==> src/rtl/lbist_ora_misr_pkg.sv <==
// -----------------------------------------------------------------------------
// lbist_pkg
// Shared LBIST definitions used by the output response analyzer and the
// pattern generator: the analyzer state encoding and the default MISR
// tap/seed constants.
// -----------------------------------------------------------------------------
package lbist_pkg;

    // Analyzer run states. The encoding is fixed so that it can be observed
    // on the debug state output and matched by external checkers.
    typedef enum logic [1:0] {
        IDLE    = 2'b00,
        COMPACT = 2'b01,
        COMPARE = 2'b10,
        DONE    = 2'b11
    } state_t;

    localparam int unsigned LBIST_BITS = 3;

    // Bit i set means sig[i] feeds the feedback XOR.
    localparam logic [LBIST_BITS-1:0] LBIST_TAPS = 3'b110;
    localparam logic [LBIST_BITS-1:0] LBIST_SEED = 3'b000;

endpackage

==> src/rtl/lbist_ora_misr_misr_core.sv <==
// -----------------------------------------------------------------------------
// misr_core
// Multiple-input signature register: a plain shift register with XOR
// feedback into bit 0 and the response word XORed across all bits.
//
// Ports
//   clk   in   1     system clock, rising edge
//   rst   in   1     synchronous active-high reset, loads seed
//   load  in   1     load seed (has priority over en)
//   seed  in   BITS  value loaded on rst or load
//   en    in   1     compact resp this cycle
//   resp  in   BITS  response word
//   sig   out  BITS  current signature
// -----------------------------------------------------------------------------
module misr_core
    import lbist_pkg::*;
#(
    parameter int unsigned         BITS = LBIST_BITS,
    parameter logic [BITS-1:0]     TAPS = BITS'(LBIST_TAPS)
) (
    input  logic            clk,
    input  logic            rst,
    input  logic            load,
    input  logic [BITS-1:0] seed,
    input  logic            en,
    input  logic [BITS-1:0] resp,
    output logic [BITS-1:0] sig
);

    logic [BITS-1:0] sig_q;
    logic [BITS-1:0] sig_d;
    logic            fb;

    always_comb begin
        fb    = ^(sig_q & TAPS);
        sig_d = sig_q;
        if (load) begin
            sig_d = seed;
        end else if (en) begin
            // Shift left, feedback enters at bit 0, MSB falls off.
            sig_d = {sig_q[BITS-2:0], fb} ^ resp;
        end
    end

    always_ff @(posedge clk) begin
        if (rst) begin
            sig_q <= seed;
        end else begin
            sig_q <= sig_d;
        end
    end

    assign sig = sig_q;

endmodule

==> src/rtl/lbist_ora_misr.sv <==
// -----------------------------------------------------------------------------
// lbist_ora_misr
// LBIST output response analyzer. Compacts CUT responses into a MISR while
// a run is active, and on the generator's end-of-sequence flag compares the
// final signature against GOLDEN and reports pass/fail.
//
// Optional feature: define ORA_TIMEOUT_EN to add a compacted-response
// counter that aborts a run (done=1, pass=0, timeout=1) after MAX_PATTERNS
// responses without end_in.
//
// Handshake: there is no backpressure. A response is consumed on every
// rising edge where the analyzer is compacting and valid=1; end_in on that
// same edge closes the run after that response is compacted.
//
// Ports
//   clk        in   1     system clock, rising edge
//   rst        in   1     synchronous active-high reset
//   start      in   1     begin a run (honoured in IDLE or DONE)
//   valid      in   1     resp carries a response
//   resp       in   BITS  CUT response word
//   end_in     in   1     end of pattern sequence
//   signature  out  BITS  current MISR contents
//   busy       out  1     run in progress (COMPACT or COMPARE)
//   done       out  1     run finished
//   pass       out  1     final signature matched GOLDEN (valid with done)
//   timeout    out  1     run aborted by the pattern limit (ORA_TIMEOUT_EN)
//   state_dbg  out  2     current state, for observation only
// -----------------------------------------------------------------------------
module lbist_ora_misr
    import lbist_pkg::*;
#(
    parameter int unsigned     BITS         = LBIST_BITS,
    parameter logic [BITS-1:0] TAPS         = BITS'(LBIST_TAPS),
    parameter logic [BITS-1:0] SEED         = BITS'(LBIST_SEED),
    parameter logic [BITS-1:0] GOLDEN       = BITS'(3'b111)
`ifdef ORA_TIMEOUT_EN
    ,
    parameter int unsigned     MAX_PATTERNS = 16
`endif
) (
    input  logic            clk,
    input  logic            rst,
    input  logic            start,
    input  logic            valid,
    input  logic [BITS-1:0] resp,
    input  logic            end_in,
    output logic [BITS-1:0] signature,
    output logic            busy,
    output logic            done,
    output logic            pass,
`ifdef ORA_TIMEOUT_EN
    output logic            timeout,
`endif
    output state_t          state_dbg
);

    state_t state_q;
    state_t state_d;
    logic   done_q;
    logic   done_d;
    logic   pass_q;
    logic   pass_d;

    logic   run_start;
    logic   compact_en;
    logic   timeout_hit;

    // start only matters when no run is in flight.
    assign run_start  = start && ((state_q == IDLE) || (state_q == DONE));
    assign compact_en = (state_q == COMPACT) && valid;

    misr_core #(
        .BITS (BITS),
        .TAPS (TAPS)
    ) u_misr (
        .clk  (clk),
        .rst  (rst),
        .load (run_start),
        .seed (SEED),
        .en   (compact_en),
        .resp (resp),
        .sig  (signature)
    );

`ifdef ORA_TIMEOUT_EN
    localparam int unsigned CNT_W = $clog2(MAX_PATTERNS + 1);

    logic [CNT_W-1:0] cnt_q;
    logic [CNT_W-1:0] cnt_d;
    logic [CNT_W-1:0] cnt_inc;
    logic             timeout_q;
    logic             timeout_d;

    assign cnt_inc = cnt_q + CNT_W'(1);

    // The limit is reached by the response compacted on this edge; end_in on
    // the same edge takes precedence and runs the normal compare.
    assign timeout_hit = compact_en && !end_in
                         && (cnt_inc == CNT_W'(MAX_PATTERNS));

    always_comb begin
        cnt_d     = cnt_q;
        timeout_d = timeout_q;
        if (run_start) begin
            cnt_d     = '0;
            timeout_d = 1'b0;
        end else begin
            if (compact_en) begin
                cnt_d = cnt_inc;
            end
            if (timeout_hit) begin
                timeout_d = 1'b1;
            end
        end
    end

    always_ff @(posedge clk) begin
        if (rst) begin
            cnt_q     <= '0;
            timeout_q <= 1'b0;
        end else begin
            cnt_q     <= cnt_d;
            timeout_q <= timeout_d;
        end
    end

    assign timeout = timeout_q;
`else
    assign timeout_hit = 1'b0;
`endif

    // State register.
    always_ff @(posedge clk) begin
        if (rst) begin
            state_q <= IDLE;
        end else begin
            state_q <= state_d;
        end
    end

    // Next-state logic.
    always_comb begin
        state_d = state_q;
        case (state_q)
            IDLE: begin
                if (start) begin
                    state_d = COMPACT;
                end
            end
            COMPACT: begin
                if (end_in) begin
                    state_d = COMPARE;
                end else if (timeout_hit) begin
                    state_d = DONE;
                end
            end
            COMPARE: begin
                state_d = DONE;
            end
            DONE: begin
                if (start) begin
                    state_d = COMPACT;
                end
            end
            default: begin
                state_d = IDLE;
            end
        endcase
    end

    // State-decoded outputs.
    always_comb begin
        busy      = (state_q == COMPACT) || (state_q == COMPARE);
        state_dbg = state_q;
    end

    // Registered result flags. In COMPARE the MISR already holds the final
    // signature, including any response compacted on the end_in edge.
    always_comb begin
        done_d = done_q;
        pass_d = pass_q;
        if (run_start) begin
            done_d = 1'b0;
            pass_d = 1'b0;
        end else if (state_q == COMPARE) begin
            done_d = 1'b1;
            pass_d = (signature == GOLDEN);
        end else if (timeout_hit) begin
            done_d = 1'b1;
            pass_d = 1'b0;
        end
    end

    always_ff @(posedge clk) begin
        if (rst) begin
            done_q <= 1'b0;
            pass_q <= 1'b0;
        end else begin
            done_q <= done_d;
            pass_q <= pass_d;
        end
    end

    assign done = done_q;
    assign pass = pass_q;

endmodule
==> config.mk <==
export PLATFORM = sky130hd
export DESIGN_NAME = lbist_ora_misr
export DESIGN_NICKNAME = d
export VERILOG_FILES = /design/src/rtl/lbist_ora_misr_pkg.sv /design/src/rtl/lbist_ora_misr_misr_core.sv /design/src/rtl/lbist_ora_misr.sv
export SDC_FILE = /design/constraint.sdc
export NUM_CORES = 1
export LEC_CHECK = 0
export ABC_CLOCK_PERIOD_IN_PS = 1980
export CELL_PAD_IN_SITES_DETAIL_PLACEMENT = 2
export CELL_PAD_IN_SITES_GLOBAL_PLACEMENT = 2
export CORE_AREA = 2 2 46 48
export CTS_CLUSTER_SIZE = 24
export DETAILED_ROUTE_END_ITERATION = 12
export DIE_AREA = 0 0 48 50
export HOLD_SLACK_MARGIN = 0.15
export PLACE_DENSITY_LB_ADDON = 0.1
export SLEW_MARGIN = 20
export SYNTH_ARGS = -nofsm -noshare
export SYNTH_HDL_FRONTEND = slang
export SYNTH_HIERARCHICAL = 1
export SYNTH_SLANG_ARGS = --single-unit
==> constraint.sdc <==
create_clock -name clk -period 1.98 [get_ports clk]
set_clock_uncertainty 0.1 [all_clocks]
set_input_delay 0.297 -clock clk [delete_from_list [all_inputs] [get_ports clk]]
set_output_delay 0.297 -clock clk [all_outputs]
set_load 0.01 [all_outputs]
==> impl_summary.log <==
[metrics] outcome: complete, no violations
[metrics] number of iterations in the first detailed-routing pass: 2
[metrics] placed cell count: 87
[metrics] number of gates given a new drive strength after cts: 2
[metrics] cell mode on critical path: sky130_fd_sc_hd__inv_1
[metrics] Final Wtd Congestion: 0.6201
[metrics] worst hold endpoint: done
[metrics] die boundary width: 48 um
[metrics] library cell occupying the most area in the post-synthesis netlist: sky130_fd_sc_hd__edfxtp_1
[metrics] most frequent cells after synthesis: sky130_fd_sc_hd__o21ai_0 (7), sky130_fd_sc_hd__inv_1 (5), sky130_fd_sc_hd__dfxtp_1 (4)
[metrics] proportion of synthesized chip area in sequential cells: 43.45%
[metrics] Clock Tree Buf Depth: 2
[metrics] critical path startpoint category: flip-flop
[metrics] most instantiated library cell after synthesis: sky130_fd_sc_hd__o21ai_0
[metrics] cell leakage power: 0.2577 nW
[metrics] flip-flop and latch count after synthesis: 7
[metrics] Die Ht: 50 um
[metrics] number of distinct library cells after synthesis: 19
[metrics] Achievable Freq: 0.5607 GHz
[metrics] R2R depth: 6
[metrics] relative contribution of the clock network to total power: 15.6%
[metrics] standard cell core area: 1902 um2
[metrics] WHS Path Cells: 2
[metrics] startpoint of the most critical hold path: done
[metrics] average detailed-routed wire length per instance: 11.54 um
[metrics] number of vias after detailed routing: 367
[metrics] detailed-route vias per instance: 4.033
[metrics] synthesis warning total: 6
[metrics] maximum fanout along the worst path: 7
[metrics] Overflow after GRT: 0
[metrics] clock tree from TritonCTS: built
[metrics] Final Worst Setup Slack: 0.1964 ns
[metrics] Final min period: 1.784 ns
[metrics] Worst EP arrival: 1.67 ns
[metrics] wire length of the first global-routing pass: 1628 um
[metrics] max_cap viols: 0
[metrics] share of layout cells above drive strength 1: 12.50%
[metrics] number of rows created at floorplan: 16
[metrics] Detailed Place HPWL: 865.9 um
[metrics] Port Buffers: 15
[metrics] Synth area leaders: sky130_fd_sc_hd__edfxtp_1 (23%), sky130_fd_sc_hd__dfxtp_1 (20%), sky130_fd_sc_hd__o21ai_0 (8.9%)
[metrics] number of hold-slack violations in the final timing report: 0
[metrics] via count of the first global-routing pass: 386
[metrics] area share of the largest cell type after synthesis: 23.00%
[metrics] pwr dens: 1335 nW/um2
[metrics] WP buf/inv: 2
[metrics] clock sink count: 7
[metrics] hold-fix buffer count after cts: 0
[metrics] net switching power: 0.2885 mW
[metrics] HP Class: flip-flop to flip-flop
[metrics] share of total power consumed by net switching: 34.62%
[metrics] Avg Inst Size Synth: 9.552 um2
[metrics] worst voltage drop across the vdd grid: 0.3589 mV
[metrics] crit path cell chain: inv_1, ha_1, inv_1, nor2_1, or2_2, o21ai_0
[metrics] ratio of final minimum period to clock period: 90.08%
[metrics] count of unresolved DRC violations after routing: 0
[metrics] total die area: 2400 um2
[metrics] Worst setup EP type: flip-flop
[metrics] start point of the critical path: state_dbg[0]
[metrics] register clock-pin slew on the reported worst setup and hold paths: 0.05 ns
[metrics] antenna violations before repair: 0
[metrics] Critical Path RT: 1.87 ns
[metrics] Layout area overhead: 59.42%
[metrics] sum of routed wire length over all layers: 1050 um
[metrics] final slew viol count: 0
[metrics] total I/O pin count: 16
[metrics] global-route usage over all layers: 10.08%
[metrics] total number of nets in the final design: 75
[metrics] worst reg-to-reg setup slack: 0.20 ns
[metrics] pin count of the biggest net entering global routing: 8
[metrics] Num CTS Buffers: 3
[metrics] number of flops mapped to enable cells by yosys: 3
[metrics] P_int: 0.5448 mW
[metrics] number of cells in the finished layout apart from fillers: 91
[metrics] later-pin clock latency in the skew report: 0.25 ns
[metrics] endpoint of the worst register-to-register path: u_misr/sig[2]
[metrics] number of nets with antenna violations after detailed routing: 0
[metrics] Setup TNS Final: 0 ns
[metrics] starting utilization of the core area: 20.59%
[metrics] share of power burned in combinational logic: 53.0%
[metrics] initial detailed-routing violation count: 1
[metrics] most used flip-flop cell after synthesis: sky130_fd_sc_hd__dfxtp_1
[metrics] family of cells with the greatest summed delay on the critical path: simple AND/OR/NAND/NOR gates
[metrics] unrepaired setup endpoints after global routing: no
[metrics] clock root buffer: sky130_fd_sc_hd__clkbuf_4
[metrics] Mapped Cells: 41
[metrics] buffers inserted by post-CTS timing repair: 0
[metrics] Post-Synthesis Cell Area: 391.6 um2
[metrics] crit path max-delay cell type: sky130_fd_sc_hd__dfxtp_2
[metrics] antenna fix cells: 0
[metrics] Post-Place Worst Slack: 0.09865 ns
[metrics] critical path class: flip-flop to flip-flop
[metrics] sequential group share of total power: 31.4%
[metrics] H-tree depth reported by CTS: 1
[metrics] launching point of the worst reg2reg path: state_dbg[0]
[metrics] final setup fails: 0
[metrics] delay of the slowest cell on the worst path: 0.35 ns
[metrics] fraction of registers with async set/reset: 0%
-- cells in the final DEF (no fill, tap or decap) --
| master | count |
|---|---|
| sky130_fd_sc_hd__nor2b_1 | 2 |
| sky130_fd_sc_hd__clkdlybuf4s50_1 | 14 |
| sky130_fd_sc_hd__o21ai_1 | 1 |
| sky130_fd_sc_hd__or2_0 | 2 |
| sky130_fd_sc_hd__clkbuf_4 | 3 |
| sky130_fd_sc_hd__a41oi_1 | 1 |
| sky130_fd_sc_hd__nor2b_4 | 1 |
| sky130_fd_sc_hd__a21oi_1 | 2 |
| sky130_fd_sc_hd__ha_1 | 2 |
| sky130_fd_sc_hd__dfxtp_2 | 1 |
| sky130_fd_sc_hd__dfxtp_1 | 3 |
| sky130_fd_sc_hd__xnor2_1 | 2 |
| sky130_fd_sc_hd__xnor3_1 | 1 |
| sky130_fd_sc_hd__inv_1 | 5 |
| sky130_fd_sc_hd__or2_2 | 1 |
| sky130_fd_sc_hd__nor3_1 | 2 |
| sky130_fd_sc_hd__dlygate4sd2_1 | 1 |
| sky130_fd_sc_hd__buf_4 | 2 |
| sky130_fd_sc_hd__or3_1 | 1 |
| sky130_fd_sc_hd__and2_1 | 1 |
| sky130_fd_sc_hd__conb_1 | 3 |
| sky130_fd_sc_hd__nor2_1 | 2 |
| sky130_fd_sc_hd__edfxtp_1 | 3 |
| sky130_fd_sc_hd__o21ai_0 | 7 |
| sky130_fd_sc_hd__clkbuf_1 | 1 |
-- sequential cells by signal, indices dropped and copies added, names as in the netlist --
signal,flops
state_dbg,2
u_misr/sig,3
done,1
pass,1
-- worst register-to-register path, stage by stage (launching register included) --
cell	delay, ns
sky130_fd_sc_hd__dfxtp_2	0.35
sky130_fd_sc_hd__inv_1	0.05
sky130_fd_sc_hd__ha_1	0.31
sky130_fd_sc_hd__inv_1	0.07
sky130_fd_sc_hd__nor2_1	0.33
sky130_fd_sc_hd__or2_2	0.21
sky130_fd_sc_hd__o21ai_0	0.10
-- power by group through the flow --
stage,Combinational [mW],Clock [mW],Sequential (mW)
2_1_floorplan,0.212,0,0.282
4_1_cts,0.448,0.134,0.264
6_report,0.441,0.130,0.261
3_3_place_gp,0.455,0,0.262
5_1_grt,0.489,0.140,0.269
3_5_place_dp,0.456,0,0.264
-- worst max-delay path by stage --
stage | end | slack (ns) | depth (start not counted)
global placement | u_misr/sig[1] | 0.14 | 5
detailed placement | u_misr/sig[2] | 0.1 | 5
finish | u_misr/sig[2] | 0.20 | 6
floorplan | u_misr/sig[0] | 0.24 | 5
global route | u_misr/sig[2] | 0.07 | 6
CTS | u_misr/sig[2] | 0.18 | 6
-- layout make-up --
type / instances / area (um2)
Multi-Input combinational cell: 31 / 210.2
Fill cell: 222 / 1277
Tap cell: 27 / 33.78
Sequential cell: 7 / 171.4
Timing Repair Buffer: 17 / 163.9
Clock buffer: 4 / 26.28
Inverter: 5 / 18.77
-- metal layers --
layer  vias to the layer above  GRT usage (%)  wire length [um]
met2                        15          16.00               526
li1                        180              -                 -
met1                       168          11.14               450
met5                         -              0                 0
met4                         0          8.108                22
met3                         4          1.465                51
-- cells by family after synthesis --
| logic type | synth area share, % |
|---|---|
| simple gates | 19.17 |
| flops | 43.45 |
| fa+ha+maj | 6.389 |
| xor+xnor | 10.22 |
| other cells | 0.9575 |
| buf+inv | 4.793 |
| compound gates | 15.01 |
-- metrics by stage --
step / hold WS (ns) / power, mW / utilization, % / area [um2]
6_report: 0.4058 / 0.8333 / 32.83 / 624.3
5_1_grt: 0.4485 / 0.8983 / 32.83 / 624.3
4_1_cts: 0.4187 / 0.8457 / 32.83 / 624.3
3_5_place_dp: 0.3995 / 0.7207 / 31.45 / 598.1
3_3_place_gp: 0.4266 / 0.7178 / 31.45 / 598.1
2_1_floorplan: 0.2661 / 0.4937 / - / 399.1
Power figures use the tool's default switching activity.
